==> src/rtl/bcd_pkg.sv <==
// Shared types and constants for the decimal keypad to BCD encoder.
package bcd_pkg;

    // Number of decimal key lines (keys 0..9).
    localparam int NUM_KEYS = 10;

    // One BCD digit, legal values 0..9.
    typedef logic [3:0] bcd_digit_t;

    // Key encoder control states.
    typedef enum logic [1:0] {
        IDLE     = 2'd0,
        DEBOUNCE = 2'd1,
        EMIT     = 2'd2,
        RELEASE  = 2'd3
    } state_t;

endpackage

==> src/rtl/encoder_decimal2bcd.sv <==
// Combinational 10-line to BCD encoder. When several lines are high, the
// highest index wins. Also reports multi-hot and all-zero inputs.
module encoder_decimal2bcd
    import bcd_pkg::*;
(
    input  logic [9:0] keys,
    output logic [3:0] code,
    output logic       multi,
    output logic       none
);

    // Priority encode: later (higher) indices overwrite earlier ones.
    always_comb begin
        code = 4'd0;
        for (int i = 0; i < NUM_KEYS; i++) begin
            if (keys[i]) begin
                code = bcd_digit_t'(i);
            end
        end
    end

    // Clearing the lowest set bit leaves something only if two or more were set.
    assign multi = (keys & (keys - 10'd1)) != 10'd0;
    assign none  = (keys == 10'd0);

endmodule

==> src/rtl/decimal2bcd_key_encoder.sv <==
// Debounced decimal keypad encoder with a valid/ready output and a
// multi-digit BCD entry shift register.
// Optional feature macro: MULTIKEY_ERR_EN (reject multi-key presses, pulse err).
//
// Handshake: bcd_out/bcd_valid are held stable while bcd_valid=1; a code is
// transferred on every rising edge where bcd_valid && bcd_ready; bcd_ready is
// don't-care while bcd_valid=0.
module decimal2bcd_key_encoder
    import bcd_pkg::*;
#(
    parameter int DEBOUNCE_CYCLES = 4,
    parameter int DIGITS          = 4
) (
    input  logic                  clk,
    input  logic                  rst_n,
    input  logic [9:0]            key_in,
    output logic [3:0]            bcd_out,
    output logic                  bcd_valid,
    input  logic                  bcd_ready,
    input  logic                  clear,
    output logic [4*DIGITS-1:0]   digits_out,
    output logic                  ovf,
    output logic                  err
);

    localparam int DW    = 4 * DIGITS;
    localparam int CNT_W = $clog2(DEBOUNCE_CYCLES + 1);
    localparam logic [CNT_W-1:0] CNT_MAX = CNT_W'(DEBOUNCE_CYCLES);
    localparam logic [CNT_W-1:0] CNT_ONE = CNT_W'(1);

    state_t           state, state_nxt;
    logic [CNT_W-1:0] cnt, cnt_nxt;
    logic [9:0]       sample, sample_nxt;
    logic             done;
    logic             reject;
    logic             load_code;
    logic             err_set;
    logic             accept;
    bcd_digit_t       enc_code;
    logic             enc_multi;
    logic             enc_none;

    // Encode the sample being latched this cycle, so a press that completes
    // on the same edge it is first seen (DEBOUNCE_CYCLES=1) encodes correctly.
    encoder_decimal2bcd u_enc (
        .keys  (sample_nxt),
        .code  (enc_code),
        .multi (enc_multi),
        .none  (enc_none)
    );

`ifdef MULTIKEY_ERR_EN
    assign reject = enc_multi;
`else
    logic multi_unused;
    assign multi_unused = enc_multi;
    assign reject       = 1'b0;
`endif

    assign accept    = (state == EMIT) && bcd_ready;
    assign load_code = done && !reject && !enc_none;
    assign err_set   = done && reject;

    // State register plus debounce counter and latched key sample.
    always_ff @(posedge clk) begin
        if (!rst_n) begin
            state  <= IDLE;
            cnt    <= '0;
            sample <= '0;
        end else begin
            state  <= state_nxt;
            cnt    <= cnt_nxt;
            sample <= sample_nxt;
        end
    end

    // Next-state logic: debounce presses, hold for handshake, debounce release.
    always_comb begin
        state_nxt  = state;
        cnt_nxt    = cnt;
        sample_nxt = sample;
        done       = 1'b0;
        case (state)
            IDLE: begin
                if (key_in != 10'd0) begin
                    sample_nxt = key_in;
                    cnt_nxt    = CNT_ONE;
                    state_nxt  = DEBOUNCE;
                    done       = (CNT_ONE >= CNT_MAX);
                end
            end
            DEBOUNCE: begin
                if (key_in == 10'd0) begin
                    cnt_nxt   = '0;
                    state_nxt = IDLE;
                end else if (key_in == sample) begin
                    cnt_nxt = (cnt == CNT_MAX) ? cnt : cnt + CNT_ONE;
                    done    = (cnt_nxt >= CNT_MAX);
                end else begin
                    sample_nxt = key_in;
                    cnt_nxt    = CNT_ONE;
                    done       = (CNT_ONE >= CNT_MAX);
                end
            end
            EMIT: begin
                // Key activity is ignored until the code is taken.
                if (bcd_ready) begin
                    cnt_nxt   = '0;
                    state_nxt = RELEASE;
                end
            end
            RELEASE: begin
                if (key_in == 10'd0) begin
                    cnt_nxt = (cnt == CNT_MAX) ? cnt : cnt + CNT_ONE;
                    if (cnt_nxt >= CNT_MAX) begin
                        cnt_nxt   = '0;
                        state_nxt = IDLE;
                    end
                end else begin
                    cnt_nxt = '0;
                end
            end
            default: begin
                cnt_nxt   = '0;
                state_nxt = IDLE;
            end
        endcase

        // A completed debounce either emits a code or is rejected.
        if (done) begin
            cnt_nxt = '0;
            if (reject) begin
                state_nxt = RELEASE;
            end else if (!enc_none) begin
                state_nxt = EMIT;
            end else begin
                state_nxt = IDLE;
            end
        end
    end

    // Output decode: a code is pending exactly while in EMIT.
    always_comb begin
        bcd_valid = (state == EMIT);
    end

    // Output code register and entry shift register with sticky overflow.
    always_ff @(posedge clk) begin
        if (!rst_n) begin
            bcd_out    <= 4'd0;
            digits_out <= '0;
            ovf        <= 1'b0;
        end else begin
            if (load_code) begin
                bcd_out <= enc_code;
            end
            if (accept) begin
                if (clear) begin
                    digits_out <= DW'(bcd_out);
                    ovf        <= 1'b0;
                end else begin
                    digits_out <= (digits_out << 4) | DW'(bcd_out);
                    if (digits_out[DW-1 -: 4] != 4'd0) begin
                        ovf <= 1'b1;
                    end
                end
            end else if (clear) begin
                digits_out <= '0;
                ovf        <= 1'b0;
            end
        end
    end

`ifdef MULTIKEY_ERR_EN
    logic err_q;

    // One-cycle pulse on a rejected multi-key press.
    always_ff @(posedge clk) begin
        if (!rst_n) begin
            err_q <= 1'b0;
        end else begin
            err_q <= err_set;
        end
    end

    assign err = err_q;
`else
    logic err_set_unused;
    assign err_set_unused = err_set;
    assign err            = 1'b0;
`endif

endmodule

==> config.mk <==
export PLATFORM = sky130hd
export DESIGN_NAME = decimal2bcd_key_encoder
export DESIGN_NICKNAME = d
export VERILOG_FILES = /design/src/rtl/bcd_pkg.sv /design/src/rtl/encoder_decimal2bcd.sv /design/src/rtl/decimal2bcd_key_encoder.sv
export SDC_FILE = /design/constraint.sdc
export NUM_CORES = 1
export LEC_CHECK = 0
export ABC_AREA = 1
export BUFFER_PORTS_ARGS = -buffer_cell sky130_fd_sc_hd__buf_2
export CAP_MARGIN = 30
export CELL_PAD_IN_SITES_DETAIL_PLACEMENT = 1
export CELL_PAD_IN_SITES_GLOBAL_PLACEMENT = 2
export CORE_ASPECT_RATIO = 0.7
export CORE_MARGIN = 5
export CORE_UTILIZATION = 30
export DETAILED_ROUTE_END_ITERATION = 10
export GPL_ROUTABILITY_DRIVEN = 0
export PLACE_DENSITY_LB_ADDON = 0.2
export SLEW_MARGIN = 0
export SYNTH_ARGS = -nofsm -noshare
export SYNTH_HDL_FRONTEND = slang
export SYNTH_HIERARCHICAL = 1
export SYNTH_SLANG_ARGS = --single-unit
==> constraint.sdc <==
create_clock -name clk -period 3.5 [get_ports clk]
set_clock_uncertainty 0.1 [all_clocks]
set_input_delay 0.875 -clock clk [delete_from_list [all_inputs] [get_ports clk]]
set_output_delay 0.875 -clock clk [all_outputs]
set_load 0.02 [all_outputs]
==> impl_metrics.toml, run 1 <==
[detailed_routing]
drc = 0
drt_wl_total_mm = 6.11
ant_nets = 0
viasPerCell = 4.50
dr.pass1.iters = 4
wl_per_cell_um = 13.3
vias = 2063
first_iter_violations = 69

[outcome]
status = "completed"

[setup_path]
crit_fanout = 9
crit_arrival_ns = 2.72
required_ns = 3.59
startpoint_type = "input port"
regToRegSetupSlack_ns = 1.16
crit_path_end_kind = "register"
worstSetupPathType = "in2reg"

[timing]
setup_violations = 0
min_period_ns = 2.63
fmax_mhz = 380
hold_violations = 0
max_slew_margin_pct = 60.6
setup_tns_ns = 0
finalMaxSlewViolations = 0
fin_crit_sh_pct = 75.3
tightest_slew_ns = 0.590
rsz0062_at_grt = "no"

[die]
core_mm2 = 0.00685
io_pins = 37
rows = 25
die_area_mm2 = 0.00898
die_h_um = 80.8
die_w_um = 111
start_util_pct = 31.4

[cells_and_area]
layout_common_cells = "nand2_1, inv_1, nor2_1"
final_common_cell = "nand2_1"
nets = 379
diodes = 0
drive_gt1_share_pct = 21.7
syn_to_final_growth_pct = 16.8
utilization_pct = 36.6

[cts]
hold_buffers = 0
clk_path_buf_depth = 2
cts_setup_buffers = 0
cts_resized = 0
clk_latency_ns = 0.29
cts_tree = "done"
clkTransAtPathRegs_ns = 0.07
root_buffer = "clkbuf_8"
clkSinkCount = 36
h-tree-depth = 2
numCtsBuffers = 5

[placement]
portBuffers = 35
dpl.hpwl_mm = 4.77

[grt]
overflow = 0
antenna_found_initial = 0
grt_pass1_wl_mm = 10.4
grt_pass1_vias = 2122
grtUsageTotal_pct = 14.6
grt_max_degree = 28

[synthesis]
yosys_warnings = 6
avgSynthCellArea_um2 = 6.57
syn_nets = 343
syn_inst = 327
synthesis.area_mm2 = 0.00215

[power]
power_density_mw_per_mm2 = 426
total_power_w = 0.00107
ir_worst_vdd_uv = 222
leakage_nw = 1.19

[min_path]
hold_path_class = "reg2reg"

[flow_run]
maxCapViolations = 0
[report_power, final]
| part | switching, W | leakage (nW) | internal [W] |
|---|---|---|---|
| clock network | 0.000159 | 0.0552 | 0.000212 |
| registers | 0.0000279 | 0.293 | 0.000430 |
| logic | 0.000165 | 0.838 | 0.0000759 |
| total | 0.000351 | 1.19 | 0.000717 |
[metrics by stage]
| step | cells | setup WS (ns) | instance area (µm²) | hold WS (ns) |
|---|---|---|---|---|
| floorplan | 327 | 0.969 | 2150 | 0.379 |
| global placement | 450 | 0.586 | 2400 | 0.384 |
| detailed placement | 450 | 0.531 | 2400 | 0.386 |
| CTS | 458 | 0.829 | 2510 | 0.399 |
| global route | 458 | 0.533 | 2510 | 0.423 |
| finish | 458 | 0.866 | 2510 | 0.395 |
[final timing paths]
check	start	end	cells past startpoint
max	key_in[5]	state[1]	17
max reg2reg	state[1]	state[1]	11
min	bcd_out[3]	digits_out[3]	2
min reg2reg	bcd_out[3]	digits_out[3]	2
[critical path: stages]
cell	delay, ns
buf_2	0.11
nor2_1	0.18
nand3_2	0.15
nor2_8	0.21
inv_6	0.08
nand2_4	0.08
nand2_1	0.05
o21ai_0	0.10
inv_1	0.09
inv_1	0.06
nand2_1	0.09
nor3_1	0.19
inv_1	0.09
nand4_4	0.14
nand2_1	0.08
nor2_1	0.10
nor2_1	0.04
[state kept, by name, summed over array words and instances, names as in the netlist]
signal,count
cnt,3
state,2
ovf,1
bcd_out,4
digits_out,16
sample,10
[metal layers]
metal	up-vias	track usage [%]	routed length [µm]
li1	1090	-	-
met1	944	20.7	3350
met3	7	3.05	198
met4	0	4.74	72
met5	-	0	0
met2	22	22.2	2490
[area by class of cell]
type	count	area [µm²]
multi-input cells	219	1130
fillers	915	4340
flip-flops and latches	36	721
clock inverters	2	35.0
well taps	94	118
inverters	65	253
clock buffers	6	72.6
repair buffers	36	183
Note: power is estimated with default switching activity, not from simulation.
==> run 2, diff against run 1 <==
- CORE_UTILIZATION: 30 -> 27
- clock period: 3.5 -> 2.18 ns (I/O delays scaled with it)
==> run 2 against run 1 <==
Against the previous run:
- sequential power grew 58%
- final cell count grew 7.4%
- utilization grew 0.14 points
- first-iteration DRC count shrank 1.4%
- combinational power grew 120%
- register-to-register slack lost 0.90 ns
- critical path depth is the same
- via count grew 4.3%
- hold slack lost 0.051 ns
- clock power grew 100%
- wire length grew 3.5%
- largest power group is now the clock network
- highest routed layer unchanged
==> impl_metrics.toml, run 2 (synthesis results as in run 1) <==
[outcome]
status = "completed"

[setup_path]
cp.buffers_inverters = 5
crit_arrival_ns = 2.10
crit_path_end_kind = "register"
startpoint_type = "input port"
crit_chain = "buf_2, nor2_4, nand3_4, nor2_8, inv_8, nand2_8, nand2_1, o21ai_2, inv_1, inv_2, nand2_2, nor3_2, inv_2, nand4_4, nand2_1, nand2_1, nor2_1"
ff2ff_path_depth = 11
cp_num_cells = 17
crit_fanout = 9
cpMaxStageDelayCell = "nor3_2"
timing.rr.start = "state[1]"
r2r-end = "bcd_out[0]"
worst_path_most_repeated_cell = "nand2_1"
slowest_delay_ns = 0.19
regToRegSetupSlack_ns = 0.26
required_ns = 2.25
setup.worst_path.start = "key_in[9]"
worstSetupPathType = "in2reg"
crit_end = "bcd_out[0]"
critPathTopFamily = "simple AND/OR/NAND/NOR gates"

[grt]
grt_pass1_vias = 2120
antenna_found_initial = 0
grt_pass1_wl_mm = 10.4
grtUsageTotal_pct = 13.3
grt_max_degree = 20
overflow = 0

[die]
die_h_um = 84.6
rows = 27
io_pins = 37
start_util_pct = 27.5
die_w_um = 117
die_area_mm2 = 0.00987
core_mm2 = 0.00780

[cells_and_area]
nets = 407
filler_cell_count = 995
largest_reg_flops = 16
stdcell_count = 492
final_common_cell = "nand2_1"
regMostFlops = "digits_out"
layout_common_cells = "nand2_1, inv_1, dfxtp_1"
diodes = 0
reg.largest.list = "digits_out: 16 flops, sample: 10 flops, bcd_out: 4 flops"
drive_gt1_share_pct = 30.9
syn_to_final_growth_pct = 33.5

[placement]
dpl.hpwl_mm = 4.96
portBuffers = 35
dpl_worst_slack_ns = -0.327
dp.cells = 483

[detailed_routing]
ant_nets = 0
dr.pass1.iters = 4
drt_wl_total_mm = 6.33
drc = 0
viasPerCell = 4.37
first_iter_violations = 68
wl_per_cell_um = 12.9
vias = 2151

[timing]
min_period_ns = 2.03
setup_ws_ns = 0.154
setup_violations = 0
fmax_mhz = 493
max_slew_margin_pct = 66.6
hold_violations = 0
setup_tns_ns = 0
fin_crit_sh_pct = 93.0
finalMaxSlewViolations = 0
tightest_slew_ns = 0.500

[power]
internal_power_w = 0.00138
leakage_nw = 1.35
pwr-share-comb_pct = 26.2
p_switching_w = 0.000618
pwr-share-seq_pct = 36.2
switching_share_pct = 30.9
power_density_mw_per_mm2 = 696
total_power_w = 0.00200
ir_worst_vdd_uv = 330
clock_power_share_pct = 37.6

[cts]
clkTransAtPathRegs_ns = 0.05
hold_buffers = 0
root_buffer = "clkbuf_16"
clkSinkCount = 36
clk_latency_ns = 0.28
clk_path_buf_depth = 2
numCtsBuffers = 5
h-tree-depth = 2
cts_tree = "done"

[min_path]
min-delay-start = "clear"
hold_path_class = "in2reg"

[flow_run]
maxCapViolations = 0
[run 2: power by group through the flow]
stage	logic, W	clock network, W	registers [W]
after CTS	0.000493	0.000776	0.000724
after global placement	0.000484	0	0.000738
after global routing	0.000591	0.000811	0.000729
final	0.000523	0.000750	0.000724
after detailed placement	0.000487	0	0.000738
after floorplan	0.000310	0	0.000730
[run 2: per-layer routing]
metal	GRT usage [%]	vias up	wire [µm]
li1	-	1144	-
met1	20.6	977	3600
met2	18.6	23	2490
met3	2.38	7	168
met4	3.44	0	69
met5	0	-	0
[run 2: layout make-up]
cell class | count | area (µm²) | share of cell area (%)
clock buffer | 7 | 153 | 5.32
inverter | 65 | 255 | 8.90
multi-input combinational | 220 | 1230 | 42.8
sequential | 36 | 721 | 25.1
tap | 101 | 126 | 4.40
timing repair buffer | 63 | 385 | 13.4
[run 2: per-stage QoR]
stage,cell area [µm²],utilization (%),hold WS (ns)
after floorplan,2150,-,0.379
after global placement,2610,33.4,0.378
after detailed placement,2610,33.4,0.385
after CTS,2760,35.4,0.341
after global routing,2870,36.8,0.355
final,2870,36.8,0.344
[run 2: worst min path at each step]
stage | endpoint | slack (ns) | depth (start not counted)
5_1_grt | ovf | 0.36 | 2
2_1_floorplan | sample[1] | 0.38 | 2
3_3_place_gp | digits_out[1] | 0.38 | 2
4_1_cts | ovf | 0.34 | 2
6_report | ovf | 0.34 | 2
3_5_place_dp | digits_out[3] | 0.39 | 2
[run 2: repair_timing]
| action | CTS | global route |
|---|---|---|
| hold endpoints to repair | 0 | 0 |
| gates cloned | 0 | 1 |
| setup endpoints to repair | 5 | 5 |
| buffers inserted | 0 | 1 |
| resized for setup | 2 | 23 |
| pin swaps | 1 | 8 |
